## config.mk

```make
export PLATFORM = sky130hd
export DESIGN_NAME = trng_com_rx_flat
export DESIGN_NICKNAME = d
export VERILOG_FILES = /design/src/rtl/trng_com_rx_if.sv /design/src/rtl/trng_com_rx.sv /design/src/flat_wrapper.sv
export SDC_FILE = /design/constraint.sdc
export NUM_CORES = 1
export LEC_CHECK = 0
export ABC_AREA = 1
export CAP_MARGIN = 20
export CELL_PAD_IN_SITES_DETAIL_PLACEMENT = 1
export CELL_PAD_IN_SITES_GLOBAL_PLACEMENT = 1
export CORE_UTILIZATION = 35
export DETAILED_ROUTE_END_ITERATION = 6
export PLACE_DENSITY_LB_ADDON = 0.2
export SETUP_SLACK_MARGIN = 0.2
export SLEW_MARGIN = 30
export SYNTH_ARGS = -nofsm -noshare
export SYNTH_HDL_FRONTEND = slang
export SYNTH_SLANG_ARGS = --single-unit
export TNS_END_PERCENT = 10
```

## constraint.sdc

```tcl
create_clock -name i_clk -period 4.5 [get_ports i_clk]
set_clock_uncertainty 0.1 [all_clocks]
set_input_delay 0.9 -clock i_clk [delete_from_list [all_inputs] [get_ports i_clk]]
set_output_delay 0.9 -clock i_clk [all_outputs]
set_load 0.05 [all_outputs]
```

## src/rtl/trng_com_rx_if.sv

```systemverilog
// Host-side read bus of the TRNG serial receiver FIFO (first-word-fall-through).
interface trng_com_rx_if #(
    parameter int LW = 3
);
    logic          i_read;
    logic [7:0]    o_dat;
    logic          o_valid;
    logic [LW-1:0] o_level;

    modport master (output i_read, input o_dat, o_valid, o_level);
    modport slave  (input i_read, output o_dat, o_valid, o_level);
endinterface

```

## src/rtl/trng_com_rx.sv

```systemverilog
// TRNG link receiver: 8N1 deserialiser, FWFT receive FIFO and RTS flow control.
// Define TRNG_COM_RX_PARITY_EN for 8E1 frames with even-parity checking.
module trng_com_rx #(
    parameter int CLKS_PER_BIT = 16,
    parameter int FIFO_DEPTH   = 4,
    localparam int LW          = $clog2(FIFO_DEPTH) + 1
) (
    input  logic          i_clk,
    input  logic          i_reset,
    input  logic          i_serial_data,
    output logic          o_serial_rts_n,
    trng_com_rx_if.slave  host,
    output logic          o_new_frame,
    output logic          o_frame_err,
    output logic          o_overrun,
    output logic          o_parity_err
);

    localparam int H  = CLKS_PER_BIT / 2;
    localparam int CW = $clog2(CLKS_PER_BIT);
    localparam int PW = $clog2(FIFO_DEPTH);
    localparam logic [CW-1:0] H_LAST   = CW'(H - 1);
    localparam logic [CW-1:0] BIT_LAST = CW'(CLKS_PER_BIT - 1);
    localparam logic [LW-1:0] LVL_FULL = LW'(FIFO_DEPTH);
    localparam logic [LW-1:0] LVL_RTS  = LW'(FIFO_DEPTH - 1);

    typedef enum logic [2:0] {
        S_IDLE,
        S_START,
        S_DATA,
`ifdef TRNG_COM_RX_PARITY_EN
        S_PARITY,
`endif
        S_STOP,
        S_BREAK
    } state_t;

    logic [1:0]    sync_q;
    logic          line;
    state_t        state, state_nx;
    logic [CW-1:0] cnt;
    logic [2:0]    bit_idx;
    logic [7:0]    shift;
    logic          sample;
    logic          parity_ok;
    logic          push, pop, full;
    logic          new_frame_d, frame_err_d, overrun_d, parity_err_d;
    logic [7:0]    mem [FIFO_DEPTH];
    logic [PW-1:0] wr_ptr, rd_ptr;
    logic [LW-1:0] level, level_nx;

    // NOTE: sequential state uses non-blocking (<=) so every flop samples pre-edge values.
    always_ff @(posedge i_clk or posedge i_reset) begin
        if (i_reset) sync_q <= 2'b11;
        else         sync_q <= {sync_q[0], i_serial_data};
    end
    assign line = sync_q[1];

    // The start bit is sampled half a bit in; every later sample is a whole bit apart.
    assign sample = (state == S_START) ? (cnt == H_LAST) : (cnt == BIT_LAST);

    always_ff @(posedge i_clk or posedge i_reset) begin
        if (i_reset) state <= S_IDLE;
        else         state <= state_nx;
    end

    // NOTE: default assignment first so no path through the comb block infers a latch.
    always_comb begin
        state_nx = state;
        unique case (state)
            S_IDLE:  if (!line) state_nx = S_START;
            S_START: if (sample) state_nx = line ? S_IDLE : S_DATA;
`ifdef TRNG_COM_RX_PARITY_EN
            S_DATA:   if (sample && bit_idx == 3'd7) state_nx = S_PARITY;
            S_PARITY: if (sample) state_nx = S_STOP;
`else
            S_DATA:  if (sample && bit_idx == 3'd7) state_nx = S_STOP;
`endif
            S_STOP:  if (sample) state_nx = line ? S_IDLE : S_BREAK;
            S_BREAK: if (line) state_nx = S_IDLE;
            default: state_nx = S_IDLE;
        endcase
    end

    always_ff @(posedge i_clk or posedge i_reset) begin
        if (i_reset) begin
            cnt     <= '0;
            bit_idx <= '0;
            shift   <= '0;
        end else begin
            if (state == S_IDLE || state == S_BREAK || sample) cnt <= '0;
            else                                                cnt <= cnt + 1'b1;
            if (state == S_IDLE)                bit_idx <= '0;
            else if (state == S_DATA && sample) bit_idx <= bit_idx + 1'b1;
            if (state == S_DATA && sample) shift <= {line, shift[7:1]};
        end
    end

`ifdef TRNG_COM_RX_PARITY_EN
    logic par_bit;
    always_ff @(posedge i_clk or posedge i_reset) begin
        if (i_reset)                          par_bit <= 1'b0;
        else if (state == S_PARITY && sample) par_bit <= line;
    end
    assign parity_ok = ~^{shift, par_bit};
`else
    assign parity_ok = 1'b1;
`endif

    assign full = (level == LVL_FULL);
    assign pop  = host.i_read && host.o_valid;

    // Stop-bit verdict: frame error outranks parity, a pop frees room for a full FIFO.
    always_comb begin
        push         = 1'b0;
        new_frame_d  = 1'b0;
        frame_err_d  = 1'b0;
        overrun_d    = 1'b0;
        parity_err_d = 1'b0;
        if (state == S_STOP && sample) begin
            if (!line)              frame_err_d  = 1'b1;
            else if (!parity_ok)    parity_err_d = 1'b1;
            else if (!full || pop)  push         = 1'b1;
            else                    overrun_d    = 1'b1;
        end
        new_frame_d = push;
    end

    always_ff @(posedge i_clk or posedge i_reset) begin
        if (i_reset) begin
            o_new_frame  <= 1'b0;
            o_frame_err  <= 1'b0;
            o_overrun    <= 1'b0;
            o_parity_err <= 1'b0;
        end else begin
            o_new_frame  <= new_frame_d;
            o_frame_err  <= frame_err_d;
            o_overrun    <= overrun_d;
            o_parity_err <= parity_err_d;
        end
    end

    always_comb begin
        level_nx = level;
        if (push && !pop)      level_nx = level + 1'b1;
        else if (pop && !push) level_nx = level - 1'b1;
    end

    // NOTE: storage array has no reset; o_dat is masked while empty so stale words never show.
    always_ff @(posedge i_clk) begin
        if (push) mem[wr_ptr] <= shift;
    end

    always_ff @(posedge i_clk or posedge i_reset) begin
        if (i_reset) begin
            wr_ptr         <= '0;
            rd_ptr         <= '0;
            level          <= '0;
            o_serial_rts_n <= 1'b1;
        end else begin
            if (push) wr_ptr <= wr_ptr + 1'b1;
            if (pop)  rd_ptr <= rd_ptr + 1'b1;
            level          <= level_nx;
            o_serial_rts_n <= (level_nx >= LVL_RTS);
        end
    end

    assign host.o_valid = (level != '0);
    assign host.o_level = level;
    assign host.o_dat   = host.o_valid ? mem[rd_ptr] : 8'h00;

endmodule

```

## src/flat_wrapper.sv

```systemverilog
// flat-port wrapper written by rule: the top's interface ports become plain ports
module trng_com_rx_flat 
#(
    parameter int CLKS_PER_BIT = 16,
    parameter int FIFO_DEPTH   = 4,
    localparam int LW          = $clog2(FIFO_DEPTH) + 1
)
  (i_clk, i_reset, i_serial_data, o_serial_rts_n, o_new_frame, o_frame_err, o_overrun, o_parity_err, host_i_read, host_o_dat, host_o_valid, host_o_level);
  trng_com_rx_if #(.LW(($clog2((4)) + 1))) host_i ();
  input  logic i_clk;
  input  logic i_reset;
  input  logic i_serial_data;
  output logic o_serial_rts_n;
  output logic o_new_frame;
  output logic o_frame_err;
  output logic o_overrun;
  output logic o_parity_err;
  input wire logic [$bits(host_i.i_read)-1:0] host_i_read;
  output wire logic [$bits(host_i.o_dat)-1:0] host_o_dat;
  output wire logic [$bits(host_i.o_valid)-1:0] host_o_valid;
  output wire logic [$bits(host_i.o_level)-1:0] host_o_level;
  assign host_i.i_read = host_i_read;
  assign host_o_dat = host_i.o_dat;
  assign host_o_valid = host_i.o_valid;
  assign host_o_level = host_i.o_level;
  trng_com_rx #(.CLKS_PER_BIT(CLKS_PER_BIT), .FIFO_DEPTH(FIFO_DEPTH)) u_core (.i_clk(i_clk), .i_reset(i_reset), .i_serial_data(i_serial_data), .o_serial_rts_n(o_serial_rts_n), .host(host_i), .o_new_frame(o_new_frame), .o_frame_err(o_frame_err), .o_overrun(o_overrun), .o_parity_err(o_parity_err));
endmodule
```

; Yosys cells after proc, flatten, opt, wreduce, memory -nomap -nowiden
; Memories as Yosys holds them, arrays and structs flattened.
; Cells that the tools add are included.
[op_classes]
add_sub_neg = 6
n_mul = 0
div_mod_pow = 0
order_cmp = 1
eq_ne = 13
shift = 0
muxes = 25
bitwise_logic = 0
n_reduce_logical = 16
[op_table]
columns = op, count
row1 = $mux 3, 10
row2 = $pmux 3 s5, 1
row3 = $mux 1, 11
row4 = $eq 3x3->1 const B, 3
row5 = $mux 8, 1
row6 = $ne 2x1->1 const B, 4
row7 = $add 3x1->3 const B, 2
row8 = $eq 3x2->1 const B, 2
row9 = $logic_and 1x1->1, 6
row10 = $reduce_and 5->1, 1
row11 = $add 2x1->2 const B, 2
row12 = $add 4x1->4 const B, 1
row13 = $eq 4x3->1 const B, 1
row14 = $eq 4x4->1 const B, 1
row15 = $mux 4, 1
row16 = $eq 3x1->1 const B, 1
row17 = $ge 3x2->1 const B, 1
row18 = $logic_not 1->1, 3
row19 = $logic_not 3->1, 1
row20 = $logic_or 1x1->1, 3
row21 = $reduce_bool 3->1, 1
row22 = $sub 3x1->3 const B, 1
row23 = $mux 2, 1
row24 = $ne 2x2->1 const B, 1
row25 = $reduce_bool 2->1, 1
[totals]
reg_bits = 31
latch_bits = 0
ram_bits = 32
rom_bits = 0
in_bits = 4
word_cells = 74
n_memories = 1
[mem_list]
columns = memory, depth, word_bits, rd, rd_clocked_by_memory_dff, write_ports, line_no
row1 = u_core.mem, 4, 8, 1, 0, 1, trng_com_rx.sv:48  ; logic [7:0] mem [FIFO_DEPTH];

; Logic depth before layout (Yosys ltp)
[logic_depth]
depth_word = 11
mapped_depth = 11

; Worst setup path before layout
; Ideal clock, no wire load.
[synth_path]
kind = reg2out
start = reg u_core.level[0], in the netlist u_core.host.o_level[0]
end = out host_o_dat[0]
arrival_time_ns = 2.413
required_time_ns = 3.500
slack_ns = 1.087
stages_incl_launch_ff = 6
path_buffers = 0
path_cell_list = dfrtp_1 > inv_1 > ha_1 > nand2_1 > inv_1 > a21oi_1
[synth_between]
elab_chain_len = 2
[synth_lines]
columns = item, line_no
row1 = start: declaration, trng_com_rx.sv:50  ; logic [LW-1:0] level, level_nx;
row2 = start signal: assignment, trng_com_rx.sv:163  ; level <= level_nx;
row3 = $reduce_bool 3->1, trng_com_rx.sv:168  ; assign host.o_valid = (level != '0);
row4 = net host_o_valid, flat_wrapper.sv:20  ; output wire logic [$bits(host_i.o_valid)-1:0] host_o_valid;
row5 = $mux 8, trng_com_rx.sv:170  ; assign host.o_dat = host.o_valid ? mem[rd_ptr] : 8'h00;
row6 = end: declaration, flat_wrapper.sv:19  ; output wire logic [$bits(host_i.o_dat)-1:0] host_o_dat;
; The timed path passes the listed nets, and every way through them passes these cells.

; Worst setup path after layout
[layout_path]
start = reg u_core.rd_ptr[0]
end = out host_o_dat[0]
[layout_between]
elab_chain_len = 2
[layout_lines]
columns = item, line_no
row1 = start: declaration, trng_com_rx.sv:49  ; logic [PW-1:0] wr_ptr, rd_ptr;
row2 = start signal: assignment, trng_com_rx.sv:162  ; if (pop) rd_ptr <= rd_ptr + 1'b1;
row3 = $mem_v2 4x8, --
row4 = $mux 8, trng_com_rx.sv:170
; Every way passes these cells.

==> metrics.cfg <==
[outcome]
run_status=finished, final reports clean

[sta]
fin_crit_ns=3.309
setup_violations=0
drv_slew=0
hold_viol=0
rsz0062_at_grt=no
tns_ns=0
layout_worst_path_cycle_share_pct=73.54
worst_slew_pin_slew_ns=0.7436
slew_headroom_pct=50.24
fmax_ghz=0.3022

[logic_synthesis]
syn-num-nets=291
synthesis.area_sq_um=2833
synth.distinct_cells=31
synthTopCellsByArea=edfxtp_1 (34%), dfrtp_1 (25%), nor2_1 (6.5%), nand2_1 (6.1%), ha_1 (4.4%)
synth-edff-count=32
synthArstFlopShare_pct=49.21
synth_top_area_cell=edfxtp_1
syn_avg_cell_area_sq_um=10.23
yosysSeqAreaShare_pct=61.44
ys.flop_type=edfxtp_1
synth_warnings=0
synth_cells=277
ys_seq_elements=63
synth_top_area_share_pct=33.92

[cells_and_area]
fin_cells=408
mostFrequentLayoutCell=nor2_1
layout_common_cells=nor2_1 (49), nand2_1 (46), edfxtp_1 (32)
final_nets=315
ff_latch_area_sq_um=1740
multi_input_area_sq_um=922.1
n_fill_cell=890
post-route-util_pct=42.53
drive_gt1_share_pct=12.42
n_antenna_cell=0
syn_to_final_growth_pct=16.61

[detailed_routing]
wire_per_inst_um=13.69
postRouteWirelength_mm=5.586
first_pass_iters=4
ant_nets=0
num_vias=1873
via_per_inst=4.591
drc_errors=0
drt-initial-drc-count=70

[worst_hold_path]
min_path_cells=0
hold_path_class=reg2reg
min_from=u_core.sync_q[0]
hold_end=u_core.sync_q[1]

[global_routing]
grt_antenna_before_repair=0
grt_pass1_vias=2033
grt_max_degree=32
gr-usage-all-layers_pct=15.15
grt-ovfl-total=0
grt_pass1_wl_mm=9.749

[floorplan]
die_x_um=91.97
core-area_sq_um=7767
die_h_um=91.97
start_util_pct=36.47
fp-row-count=32
pin_count=21
dieArea_sq_um=8458

[clock_tree]
postCtsSetupBuffers=0
path_clk_slew_ns=0.07
clock_sinks=63
ctsHoldBuffers=0
post_cts_resized=0
cts_tree=done
cts-root-buf=clkbuf_8
ctsLongestPathBuffers=2
htree_levels=3
cts_made_buffers=9
clock_latency_ns=0.33

[critical_path]
cpPeakStageDelay_ns=0.81
critPathTopFamily=buffers and inverters
cp-end-kind=output pin
r2r-end=u_core.mem[2][7]
path_cells=inv_2 > o21ai_0 > a21oi_1 > clkdlybuf4s50_1
crit_slowest_cell=clkdlybuf4s50_1
crit_arrival_ns=2.31
cp_num_buf_inv=2
reg2reg_from=u_core.host.o_level[0]
worstSetupPathType=reg2out
r2r_cells=7
reg2reg_slack_ns=2.28
cp-start-kind=flop
worstPathRequired_ns=3.50
cp_max_fo=18

[power]
p_total_mw=2.043
power.density_nw_per_um2=618.4
p_leak_nw=1.430
peakVddDrop_uv=252.7

[place]
port_buffers=19
hpwlAfterDp_mm=4.066
dp_cells=392
place_congestion=0.7777

[job]
timing.max_cap.violations=0

## kinds of logic (layout without fill, tap and decap cells)
family | Yosys count | after routing | synth area share [%]
AND/OR/NAND/NOR | 124 | 124 | 20.10
adder cells (fa/ha/maj) | 10 | 10 | 4.417
XOR/XNOR | 4 | 4 | 1.237
other | 1 | 1 | 0.1324
flip-flops | 63 | 63 | 61.44
AO/OA/AOI/OAI | 35 | 35 | 6.670
buffers and inverters | 40 | 69 | 6.007
## metal layers
layer,vias to the layer above,GRT usage (%),wire length [um]
met3,10,2.736,116
met4,0,7.943,133
met2,24,23.94,2528
met5,-,0,0
met1,896,19.86,2807
li1,943,-,-
## cell usage after synthesis, types with 3 or more instances
cell type,instances
a21oi_1,12
inv_2,4
ha_1,10
nand2_2,5
inv_1,28
dfstp_2,3
dfrtp_1,28
xor2_1,3
nand3_1,12
nor2_2,3
o21ai_0,20
nor2_1,49
nand2_1,46
edfxtp_1,32
## flip-flops by register name (all words and copies together), names as in the netlist
name / cells
u_core.sync_q: 2
u_core.o_frame_err: 1
u_core.o_serial_rts_n: 1
u_core.state: 3
u_core.o_overrun: 1
u_core.bit_idx: 3
u_core.mem: 32
u_core.shift: 8
u_core.cnt: 4
u_core.o_new_frame: 1
u_core.wr_ptr: 2
u_core.rd_ptr: 2
u_core.host.o_level: 3
## area by class of cell
| cell class | instances | share of cell area (%) |
|---|---|---|
| sequential | 63 | 52.69 |
| timing repair buffer | 20 | 5.985 |
| tap | 102 | 3.864 |
| clock buffer | 12 | 4.394 |
| multi-input combinational | 174 | 27.92 |
| clock inverter | 4 | 1.402 |
| inverter | 33 | 3.750 |
## report_power, final
part	switching [mW]	leakage (nW)	total (mW)	internal, mW
combinational	0.560	0.672	0.831	0.271
clock	0.208	0.0940	0.477	0.269
sequential	0.0774	0.664	0.735	0.658
## worst max-delay path by stage
| stage | from | slack, ns | cells after the start | end |
|---|---|---|---|---|
| global route | u_core.rd_ptr[1] | 0.99 | 5 | host_o_dat[1] |
| finish | u_core.rd_ptr[0] | 1.19 | 4 | host_o_dat[0] |
| global placement | u_core.host.o_level[0] | 1.50 | 6 | host_o_dat[6] |
| floorplan | u_core.host.o_level[0] | 1.09 | 5 | host_o_dat[0] |
| detailed placement | u_core.host.o_level[0] | 1.49 | 6 | host_o_dat[6] |
| CTS | u_core.host.o_level[0] | 1.13 | 6 | host_o_dat[6] |
## per-stage QoR
step | instance area [sq um] | worst slack, ns | hold slack [ns]
6_report | 3303 | 1.191 | 0.2563
5_1_grt | 3303 | 0.9903 | 0.2651
4_1_cts | 3303 | 1.127 | 0.2570
3_5_place_dp | 3112 | 1.486 | 0.2472
3_3_place_gp | 3112 | 1.501 | 0.2452
2_1_floorplan | 2833 | 1.087 | 0.2452
(Power assumes the default switching activity.)
